[src/rtl/if_pkg.sv]
// Shared types and constants for the instruction fetch stage.
package if_pkg;

    typedef enum logic [1:0] {
        IDLE  = 2'd0,
        FETCH = 2'd1,
        DRAIN = 2'd2
    } fetch_state_t;

    // Low address bits cleared to force word alignment.
    localparam int unsigned ALIGN_LOW_MASK  = 3;
    localparam int unsigned DEFAULT_PC_STEP = 4;

endpackage

[src/rtl/instr_fetch_unit_if.sv]
// Fetch-stage bundle: PC redirect, instruction-memory request/response and decode handshake.
interface instr_fetch_unit_if #(
    parameter int DATA_W = 32,
    parameter int ADDR_W = 32
);
    logic              i_en;
    logic              i_redirect;
    logic [ADDR_W-1:0] i_redirect_pc;
    logic              o_mem_req;
    logic [ADDR_W-1:0] o_mem_addr;
    logic              i_mem_gnt;
    logic [DATA_W-1:0] i_mem_data;
    logic              i_mem_data_valid;
    logic              o_valid;
    logic              i_ready;
    logic [DATA_W-1:0] o_instr;
    logic [ADDR_W-1:0] o_pc;
    logic [ADDR_W-1:0] o_pc_next;

    modport master (
        input  i_en, i_redirect, i_redirect_pc, i_mem_gnt, i_mem_data, i_mem_data_valid, i_ready,
        output o_mem_req, o_mem_addr, o_valid, o_instr, o_pc, o_pc_next
    );

    modport slave (
        output i_en, i_redirect, i_redirect_pc, i_mem_gnt, i_mem_data, i_mem_data_valid, i_ready,
        input  o_mem_req, o_mem_addr, o_valid, o_instr, o_pc, o_pc_next
    );

endinterface

[src/rtl/if_prefetch_fifo.sv]
// Synchronous prefetch FIFO with flush; head is read combinationally from storage.
// Caller guarantees space before pushing; flush dominates push and pop.
module if_prefetch_fifo #(
    parameter int WIDTH = 64,
    parameter int DEPTH = 4
) (
    input  logic                   clk,
    input  logic                   rst,
    input  logic                   push,
    input  logic [WIDTH-1:0]       push_dat,
    input  logic                   pop,
    input  logic                   flush,
    output logic [WIDTH-1:0]       head_dat,
    output logic                   full,
    output logic                   empty,
    output logic [$clog2(DEPTH):0] count
);
    localparam int AW = $clog2(DEPTH);
    localparam int CW = AW + 1;

    logic [WIDTH-1:0] store [DEPTH];
    logic [AW-1:0]    rd_ptr;
    logic [AW-1:0]    wr_ptr;
    logic             do_push;
    logic             do_pop;

    assign full     = (count == CW'(DEPTH));
    assign empty    = (count == '0);
    assign do_push  = push && !flush;
    assign do_pop   = pop && !empty && !flush;
    assign head_dat = store[rd_ptr];

    always_ff @(posedge clk) begin
        if (do_push) begin
            store[wr_ptr] <= push_dat;
        end
    end

    always_ff @(posedge clk or negedge rst) begin
        if (!rst) begin
            rd_ptr <= '0;
            wr_ptr <= '0;
            count  <= '0;
        end else if (flush) begin
            rd_ptr <= '0;
            wr_ptr <= '0;
            count  <= '0;
        end else begin
            if (do_push) begin
                wr_ptr <= wr_ptr + AW'(1);
            end
            if (do_pop) begin
                rd_ptr <= rd_ptr + AW'(1);
            end
            case ({do_push, do_pop})
                2'b10:   count <= count + CW'(1);
                2'b01:   count <= count - CW'(1);
                default: count <= count;
            endcase
        end
    end

endmodule

[src/rtl/instr_fetch_unit.sv]
// Pipelined fetch stage: credit-limited sequential requests, in-order responses into a prefetch FIFO.
// Memory data valid in cycle N reaches decode in N+1; decode stalls hold the head and throttle requests.
module instr_fetch_unit
    import if_pkg::*;
#(
    parameter int                DATA_W     = 32,
    parameter int                ADDR_W     = 32,
    parameter int                FIFO_DEPTH = 4,
    parameter logic [ADDR_W-1:0] RESET_PC   = '0,
    parameter int unsigned       PC_STEP    = DEFAULT_PC_STEP
) (
    input  logic               clk,
    input  logic               rst,
    instr_fetch_unit_if.master bus
);
    localparam int                CW         = $clog2(FIFO_DEPTH) + 1;
    localparam int                ENT_W      = ADDR_W + DATA_W;
    localparam logic [ADDR_W-1:0] ALIGN_MASK = ~ADDR_W'(ALIGN_LOW_MASK);
    localparam logic [ADDR_W-1:0] STEP       = ADDR_W'(PC_STEP);
    localparam logic [ADDR_W-1:0] START_PC   = RESET_PC & ALIGN_MASK;

    fetch_state_t      state;
    logic [ADDR_W-1:0] fetch_pc;
    logic [ADDR_W-1:0] resp_pc;
    logic [CW-1:0]     outstanding;
    logic [CW-1:0]     drop_cnt;
    logic [CW-1:0]     outstanding_nx;
    logic [CW-1:0]     drop_nx;
    logic [CW-1:0]     fifo_count;
    logic [CW:0]       credit_used;
    logic              fifo_full;
    logic              fifo_empty;
    logic [ENT_W-1:0]  head_dat;
    logic [ADDR_W-1:0] head_pc;
    logic              req_acc;
    logic              rsp_keep;
    logic              rsp_drop;
    logic              pop;

    // Every in-flight request reserves a FIFO slot, so the buffer can never overflow.
    assign credit_used   = {1'b0, outstanding} + {1'b0, fifo_count};
    assign bus.o_mem_req = rst && bus.i_en && !bus.i_redirect
                         && (credit_used < (CW+1)'(FIFO_DEPTH));
    assign bus.o_mem_addr = fetch_pc;

    assign req_acc  = bus.o_mem_req && bus.i_mem_gnt;
    assign rsp_keep = bus.i_mem_data_valid && !bus.i_redirect && (state != DRAIN) && !fifo_full;
    assign rsp_drop = bus.i_mem_data_valid && !bus.i_redirect && (state == DRAIN);
    assign pop      = !fifo_empty && bus.i_ready && !bus.i_redirect;

    always_comb begin
        outstanding_nx = outstanding;
        if (req_acc) begin
            outstanding_nx = outstanding_nx + CW'(1);
        end
        if (bus.i_mem_data_valid) begin
            outstanding_nx = outstanding_nx - CW'(1);
        end
        // On redirect nothing is requested, so whatever remains in flight is stale
        // (outstanding already covers any responses that were still to be dropped).
        drop_nx = drop_cnt;
        if (bus.i_redirect) begin
            drop_nx = outstanding_nx;
        end else if (rsp_drop) begin
            drop_nx = drop_cnt - CW'(1);
        end
    end

    always_ff @(posedge clk or negedge rst) begin
        if (!rst) begin
            state       <= IDLE;
            fetch_pc    <= START_PC;
            resp_pc     <= START_PC;
            outstanding <= '0;
            drop_cnt    <= '0;
        end else begin
            outstanding <= outstanding_nx;
            drop_cnt    <= drop_nx;

            if (bus.i_redirect) begin
                fetch_pc <= bus.i_redirect_pc & ALIGN_MASK;
                resp_pc  <= bus.i_redirect_pc & ALIGN_MASK;
            end else begin
                if (req_acc) begin
                    fetch_pc <= fetch_pc + STEP;
                end
                if (rsp_keep) begin
                    resp_pc <= resp_pc + STEP;
                end
            end

            case (state)
                IDLE: begin
                    if (drop_nx != '0) state <= DRAIN;
                    else if (bus.i_en) state <= FETCH;
                end
                FETCH: begin
                    if (drop_nx != '0) state <= DRAIN;
                    else if (!bus.i_en) state <= IDLE;
                end
                DRAIN: begin
                    if (drop_nx == '0) state <= bus.i_en ? FETCH : IDLE;
                end
                default: state <= IDLE;
            endcase
        end
    end

    if_prefetch_fifo #(
        .WIDTH (ENT_W),
        .DEPTH (FIFO_DEPTH)
    ) u_fifo (
        .clk      (clk),
        .rst      (rst),
        .push     (rsp_keep),
        .push_dat ({resp_pc, bus.i_mem_data}),
        .pop      (pop),
        .flush    (bus.i_redirect),
        .head_dat (head_dat),
        .full     (fifo_full),
        .empty    (fifo_empty),
        .count    (fifo_count)
    );

    assign head_pc       = head_dat[ENT_W-1:DATA_W];
    assign bus.o_valid   = !fifo_empty;
    assign bus.o_instr   = fifo_empty ? '0 : head_dat[DATA_W-1:0];
    assign bus.o_pc      = fifo_empty ? '0 : head_pc;
    assign bus.o_pc_next = fifo_empty ? '0 : head_pc + STEP;

endmodule

[src/flat_wrapper.sv]
// flat-port wrapper written by rule: the top's interface ports become plain ports
module instr_fetch_unit_flat import if_pkg::*;
#(
    parameter int                DATA_W     = 32,
    parameter int                ADDR_W     = 32,
    parameter int                FIFO_DEPTH = 4,
    parameter logic [ADDR_W-1:0] RESET_PC   = '0,
    parameter int unsigned       PC_STEP    = DEFAULT_PC_STEP
)
  (clk, rst, bus_i_en, bus_i_redirect, bus_i_redirect_pc, bus_i_mem_gnt, bus_i_mem_data, bus_i_mem_data_valid, bus_i_ready, bus_o_mem_req, bus_o_mem_addr, bus_o_valid, bus_o_instr, bus_o_pc, bus_o_pc_next);
  instr_fetch_unit_if #(.DATA_W(DATA_W), .ADDR_W(ADDR_W)) bus_i ();
  input  logic clk;
  input  logic rst;
  input wire logic [$bits(bus_i.i_en)-1:0] bus_i_en;
  input wire logic [$bits(bus_i.i_redirect)-1:0] bus_i_redirect;
  input wire logic [$bits(bus_i.i_redirect_pc)-1:0] bus_i_redirect_pc;
  input wire logic [$bits(bus_i.i_mem_gnt)-1:0] bus_i_mem_gnt;
  input wire logic [$bits(bus_i.i_mem_data)-1:0] bus_i_mem_data;
  input wire logic [$bits(bus_i.i_mem_data_valid)-1:0] bus_i_mem_data_valid;
  input wire logic [$bits(bus_i.i_ready)-1:0] bus_i_ready;
  output wire logic [$bits(bus_i.o_mem_req)-1:0] bus_o_mem_req;
  output wire logic [$bits(bus_i.o_mem_addr)-1:0] bus_o_mem_addr;
  output wire logic [$bits(bus_i.o_valid)-1:0] bus_o_valid;
  output wire logic [$bits(bus_i.o_instr)-1:0] bus_o_instr;
  output wire logic [$bits(bus_i.o_pc)-1:0] bus_o_pc;
  output wire logic [$bits(bus_i.o_pc_next)-1:0] bus_o_pc_next;
  assign bus_i.i_en = bus_i_en;
  assign bus_i.i_redirect = bus_i_redirect;
  assign bus_i.i_redirect_pc = bus_i_redirect_pc;
  assign bus_i.i_mem_gnt = bus_i_mem_gnt;
  assign bus_i.i_mem_data = bus_i_mem_data;
  assign bus_i.i_mem_data_valid = bus_i_mem_data_valid;
  assign bus_i.i_ready = bus_i_ready;
  assign bus_o_mem_req = bus_i.o_mem_req;
  assign bus_o_mem_addr = bus_i.o_mem_addr;
  assign bus_o_valid = bus_i.o_valid;
  assign bus_o_instr = bus_i.o_instr;
  assign bus_o_pc = bus_i.o_pc;
  assign bus_o_pc_next = bus_i.o_pc_next;
  instr_fetch_unit #(.DATA_W(DATA_W), .ADDR_W(ADDR_W), .FIFO_DEPTH(FIFO_DEPTH), .RESET_PC(RESET_PC), .PC_STEP(PC_STEP)) u_core (.clk(clk), .rst(rst), .bus(bus_i));
endmodule
[config.mk]
export PLATFORM = sky130hd
export DESIGN_NAME = instr_fetch_unit_flat
export DESIGN_NICKNAME = d
export VERILOG_FILES = /design/src/rtl/if_pkg.sv /design/src/rtl/instr_fetch_unit_if.sv /design/src/rtl/if_prefetch_fifo.sv /design/src/rtl/instr_fetch_unit.sv /design/src/flat_wrapper.sv
export SDC_FILE = /design/constraint.sdc
export NUM_CORES = 1
export LEC_CHECK = 0
export ABC_AREA = 1
export CAP_MARGIN = 40
export CORE_UTILIZATION = 51
export CTS_CLUSTER_SIZE = 10
export DETAILED_ROUTE_END_ITERATION = 7
export MAX_ROUTING_LAYER = met4
export PLACE_DENSITY = 0.81
export SYNTH_ARGS = -nofsm -noshare
export SYNTH_HDL_FRONTEND = slang
export SYNTH_SLANG_ARGS = --single-unit
[constraint.sdc]
create_clock -name clk -period 4 [get_ports clk]
set_input_delay 1 -clock clk [delete_from_list [all_inputs] [get_ports clk]]
set_output_delay 1 -clock clk [all_outputs]
set_load 0.02 [all_outputs]
# Word level (Yosys, flattened, before mapping)
# Memory sizes are Yosys's and may differ from the RTL's.
# Index checks and enable logic that the tools add are counted.
# Widths: inputs -> output; s select.
[op_classes]
add_sub_neg = 11
multipliers = 0
div_mod_pow = 0
order_cmp = 1
eq_ne = 9
n_shift = 0
mux = 26
bitwise = 0
reduce_logical = 26
[op_table]
columns = ["operator", "count"]
rows = [
  ["$mux 32", 7],
  ["$add 32x3->32 const B", 3],
  ["$mux 2", 9],
  ["$mux 3", 5],
  ["$logic_and 1x1->1", 13],
  ["$sub 3x1->3 const B", 3],
  ["$reduce_bool 2->1", 4],
  ["$add 3x1->3 const B", 2],
  ["$logic_not 3->1", 2],
  ["$ne 3x2->1 const B", 2],
  ["$pmux 2 s3", 1],
  ["$pmux 3 s2", 1],
  ["$reduce_bool 3->1", 2],
  ["$add 2x1->2 const B", 2],
  ["$add 3x3->4", 1],
  ["$eq 2x1->1 const B", 2],
  ["$eq 2x2->1 const B", 2],
  ["$lt 4x3->1 const B", 1],
  ["$ne 2x2->1 const B", 2],
  ["$eq 3x3->1 const B", 1],
  ["$logic_not 1->1", 3],
  ["$mux 1", 3],
  ["$reduce_and 3->1", 1],
  ["$logic_not 2->1", 1],
]
[word_totals]
register_bits = 79
latchBits = 0
mem_bits_rw = 256
mem_bits_ro = 0
output_inout_bits = 130
word_cells = 82
mem_count = 1
[mem_list]
columns = ["name", "words", "word_bits", "rd", "rd_ports_with_merged_regs", "write_ports", "line", "rtl"]
rows = [
  ["u_core.u_fifo.store", 4, 64, 1, 0, 1, "if_prefetch_fifo.sv:21", "logic [WIDTH-1:0] store [DEPTH];"],
]

# Depth between registers and ports, before layout
[logic_depth]
word_depth = 11
depth_mapped = 18
mapped_depth_nobuf = 18

# Modules after synthesis
# A second synthesis with hierarchy kept.
[hier_totals]
hier_cells = 1636
hier_area_um2 = 16118.0
[by_module_without_submodules]
columns = ["module", "n_inst", "cells_each", "area_per_inst_um2", "seq_area_each_um2"]
rows = [
  ["if_prefetch_fifo", 1, 685, 10063.4, 7862.5],
  ["instr_fetch_unit", 1, 951, 6054.6, 1701.6],
]

# Least setup slack after synthesis
# Ideal clock, no wire load.
[synth_path]
path_kind = "in2reg"
from = "in bus_i_mem_data_valid"
to = "mem u_core.u_fifo.store[0][0] (enable)"
setup_ns = 0.482
t_arrival_ns = 4.084
t_required_ns = 3.518
slack_ns = -0.567
path_stages = 5
path_cell_list = "inv_1 > nor2_1 > nand3b_1 > clkbuf_1 > nor2_1"
[synth_between]
elab_chain_len = 6
[synth_lines]
columns = ["item", "line", "rtl"]
rows = [
  ["start: declaration", "flat_wrapper.sv:19", "input wire logic [$bits(bus_i.i_mem_data_valid)-1:0] bus_i_mem_data_valid;"],
  ["$logic_and 1x1->1 (3 in series)", "instr_fetch_unit.sv:47", "assign rsp_keep = bus.i_mem_data_valid && !bus.i_redirect && (state != DRAIN) && !fifo_full;"],
  ["$logic_and 1x1->1", "if_prefetch_fifo.sv:29", "assign do_push = push && !flush;"],
  ["$mux 1", "if_prefetch_fifo.sv:34", "if (do_push) begin"],
  ["$mux 1 (implied by the code)", "if_prefetch_fifo.sv:35", "store[wr_ptr] <= push_dat;"],
  ["end: declaration", "if_prefetch_fifo.sv:21", ""],
]
# No other way between the ends.

# Worst setup path in the final report
[layout_path]
from = "reg u_core.u_fifo.rd_ptr[0]"
to = "out bus_o_pc_next[9]"
[layout_between]
elab_chain_len = 3
[layout_lines]
columns = ["item", "line", "rtl"]
rows = [
  ["start: declaration", "if_prefetch_fifo.sv:22", "logic [AW-1:0] rd_ptr;"],
  ["start signal: assignment", "if_prefetch_fifo.sv:53", "rd_ptr <= rd_ptr + AW'(1);"],
  ["$mem_v2 4x64", "-", ""],
  ["$add 32x3->32", "instr_fetch_unit.sv:129", "assign bus.o_pc_next = fifo_empty ? '0 : head_pc + STEP;"],
  ["$mux 32", "instr_fetch_unit.sv:129", ""],
  ["end: declaration", "flat_wrapper.sv:26", "output wire logic [$bits(bus_i.o_pc_next)-1:0] bus_o_pc_next;"],
]
# No other way between the ends.

==> impl_metrics.csv <==
group,metric,value,unit
worst_hold_path,hold_class,"in2async",
cells_and_area,fillers,2406,
routing,wire_per_inst,17.1,um
cells_and_area,drive_gt1_frac,0.0727,
sta,period_share,0.970,
yosys,syn_area,16100,um^2
floorplanning,std_cell_rows,64,
sta,tns,0,ns
power_and_ir_drop,ir_drop,331,uV
routing,drtAntennaViolNets,0,
power_and_ir_drop,leakagePower,8.07,nW
floorplanning,chipHeight,180,um
routing,route.detailed.drc,21,
yosys,yosys_warnings,0,
sta,hold_viol,0,
cells_and_area,multi_input_area,6080,um^2
outcome,status,"finished with violations",
sta,period_needed,3.88,ns
cells_and_area,regArea,9330,um^2
global_route,antenna_found_initial,1,
clocking,tritoncts,"done",
clocking,clk_latency,0.53,ns
cells_and_area,nNetsFinal,2145,
setup_path,cp.required,3.00,ns
outcome,violations,"design-rule violations",
yosys,seq_area_frac_synth,0.578,
cells_and_area,diodes,0,
sta,rsz0062_at_grt,"true",
global_route,grt_pass1_wl,67.3,mm
clocking,cts_max_level,2,
yosys,yosysUniqueCellTypes,35,
routing,finalWirelength,42.3,mm
sta,maxSlewViolCount,0,
clocking,cts_buffers,39,
sta,worst_pin_slew,0.824,ns
routing,drt_iter0_markers,1286,
yosys,syn_area_per_cell,8.74,um^2
placement,io_buffer_count,192,
yosys,ys_ff_latch,323,
routing,via_per_inst,5.49,
setup_path,cp.arrival,2.88,ns
floorplanning,die_w,180,um
clocking,cts_max_path_buffers,3,
placement,hpwl,28.1,mm
sta,clock.fmax,258,MHz
floorplanning,io_pins,201,
global_route,grt-ovfl-total,0,
setup_path,critPathKind,"reg2out",
floorplanning,core,30800,um^2
global_route,grt_usage,0.269,
clocking,cts_hold_buffers,0,
clocking,clock-root-buffer,"clkbuf_16",
global_route,grt_pass1_vias,13200,
floorplanning,initial_core_util,0.523,
sta,worst_slack,0.119,ns
routing,dr.pass1.iters,8,
setup_path,end_kind,"output port",
setup_path,worstPathMaxFanout,16,
placement,dp.cells,2415,
yosys,syn_inst,1846,
placement,dp_slack,0.158,ns
sta,max_slew_margin,0.446,
cells_and_area,syn2layout_area_growth,23.2,%
sta,finalSetupViolCount,0,
routing,vias,13600,
sta,whs,0.440,ns
placement,place_congestion,1.00,
cells_and_area,final_cells,2474,
flow_run,cap_violations,0,
global_route,grt_max_degree,84,
floorplanning,dieArea,32300,um^2
sta,fin_skew,0.0207,ns
clocking,cts_sinks,323,
power_and_ir_drop,power.density,604,nW/um^2
clocking,clk_pin_slew,0.05,ns
setup_path,start_kind,"flip-flop",
[layout by cell type (no fill, tap or decap), drive strengths merged, types with 3 or more instances in the layout]
cell type	instances
nor4	5
nor3	29
xnor2	10
nand3	151
clkinv	3
o211ai	15
xor2	43
o221ai	9
a21oi	47
nand4	21
o21ai	92
buf	57
edfxtp	248
dlygate4sd2	8
nand2	562
clkbuf	65
ha	12
dfrtp	75
clkdlybuf4s50	164
nor2	317
inv	125
conb	6
[sequential cells by signal, indices dropped and copies added (netlist names)]
name,count
u_core.u_fifo.rd_ptr,2
u_core.outstanding,3
u_core.u_fifo.store,248
u_core.u_fifo.wr_ptr,2
u_core.bus.o_mem_addr,30
u_core.drop_cnt,3
u_core.resp_pc,30
u_core.u_fifo.count,3
u_core.state,2
[critical path: stages (launching register included)]
cell	delay [ns]
dfrtp_4	0.54
inv_6	0.13
buf_6	0.18
nand2_1	0.09
nand3_1	0.07
nand2_1	0.15
nor2_2	0.20
buf_4	0.13
nand2_1	0.07
nor2_4	0.16
o21ai_0	0.10
a21oi_1	0.18
clkdlybuf4s15_1	0.33
[metrics by stage]
stage                     instance area, um^2  total power [mW]   util
after CTS                               19900              12.0  0.644
final                                   19900              12.0  0.644
after global placement                  18700              8.84  0.607
after floorplan                         16100              6.91      -
after global routing                    19900              12.6  0.644
after detailed placement                18700              8.95  0.607
[cell families after synthesis]
| kind of cell | share of synthesized area |
|---|---|
| XOR/XNOR | 0.0288 |
| adder cells (fa/ha/maj) | 0.0106 |
| AO/OA/AOI/OAI | 0.0564 |
| AND/OR/NAND/NOR | 0.274 |
| buffers and inverters | 0.0514 |
| flip-flops | 0.578 |
| other | 0.000233 |
[routing by layer]
| layer | global-route usage | vias up | wire [um] |
|---|---|---|---|
| met5 | - | - | 0 |
| met3 | 0.0369 | 104 | 3280 |
| met4 | 0.0910 | 0 | 1170 |
| li1 | - | 6519 | - |
| met2 | 0.439 | 608 | 20100 |
| met1 | 0.347 | 6349 | 17700 |
[power breakdown]
group,switching (mW),internal (mW)
clock network,1.31,1.80
logic,2.94,1.78
registers,0.284,3.89
[cell type report]
cell class                 count  share of cell area
clock inverter                 6             0.00340
sequential                   323               0.470
tap                          396              0.0249
inverter                     122              0.0233
multi-input combinational   1329               0.306
timing repair buffer         246               0.121
clock buffer                  52              0.0516
[worst paths after layout]
| check | from | endpoint | slack (ns) | cells past startpoint |
|---|---|---|---|---|
| max | u_core.u_fifo.rd_ptr[0] | bus_o_pc_next[9] | 0.12 | 12 |
| min | rst | u_core.bus.o_mem_addr[30] | 0.44 | 2 |
| max reg2reg | u_core.u_fifo.count[2] | u_core.state[1] | 1.32 | 16 |
| min reg2reg | u_core.state[0] | u_core.state[1] | 0.55 | 3 |
| max in group asynchronous | rst | u_core.u_fifo.rd_ptr[0] | 2.42 | 3 |
| min in group clk | u_core.state[0] | u_core.state[1] | 0.55 | 3 |
[cell usage after synthesis]
library cell  instances  share of area
or2_2                 2        0.00078
buf_2                18         0.0056
nand4_1              21         0.0081
and2_1                1        0.00039
nor3_1               29         0.0090
nor2_1              312          0.073
buf_6                 2         0.0014
inv_2                 6         0.0014
nor4_1                5         0.0019
a32oi_1               1        0.00054
o21bai_1              1        0.00047
a31oi_1               1        0.00039
edfxtp_1            248           0.46
xnor2_1              10         0.0054
xor2_1               43          0.023
o221ai_1              9         0.0049
clkinv_1              1        0.00023
nor2_4                1        0.00070
clkbuf_1             37         0.0086
conb_1                1        0.00023
buf_4                12         0.0056
nor3b_1               1        0.00047
nand2_1             560           0.13
inv_1               115          0.027
a21oi_1              47          0.015
buf_1                 8         0.0019
dfrtp_1              75           0.12
o211ai_1             15         0.0070
ha_1                 12         0.0093
nand3b_1              2        0.00093
fa_1                  1         0.0012
o21ai_0              92          0.029
nand3_1             151          0.047
nor2_2                4         0.0016
nand2_2               2        0.00078
[timing repair]
action,CTS,global route
resized for setup,46,50
buffers inserted,0,1
pin swaps,0,1
setup endpoints to repair,59,37
Note: power is estimated with default switching activity, not from simulation.
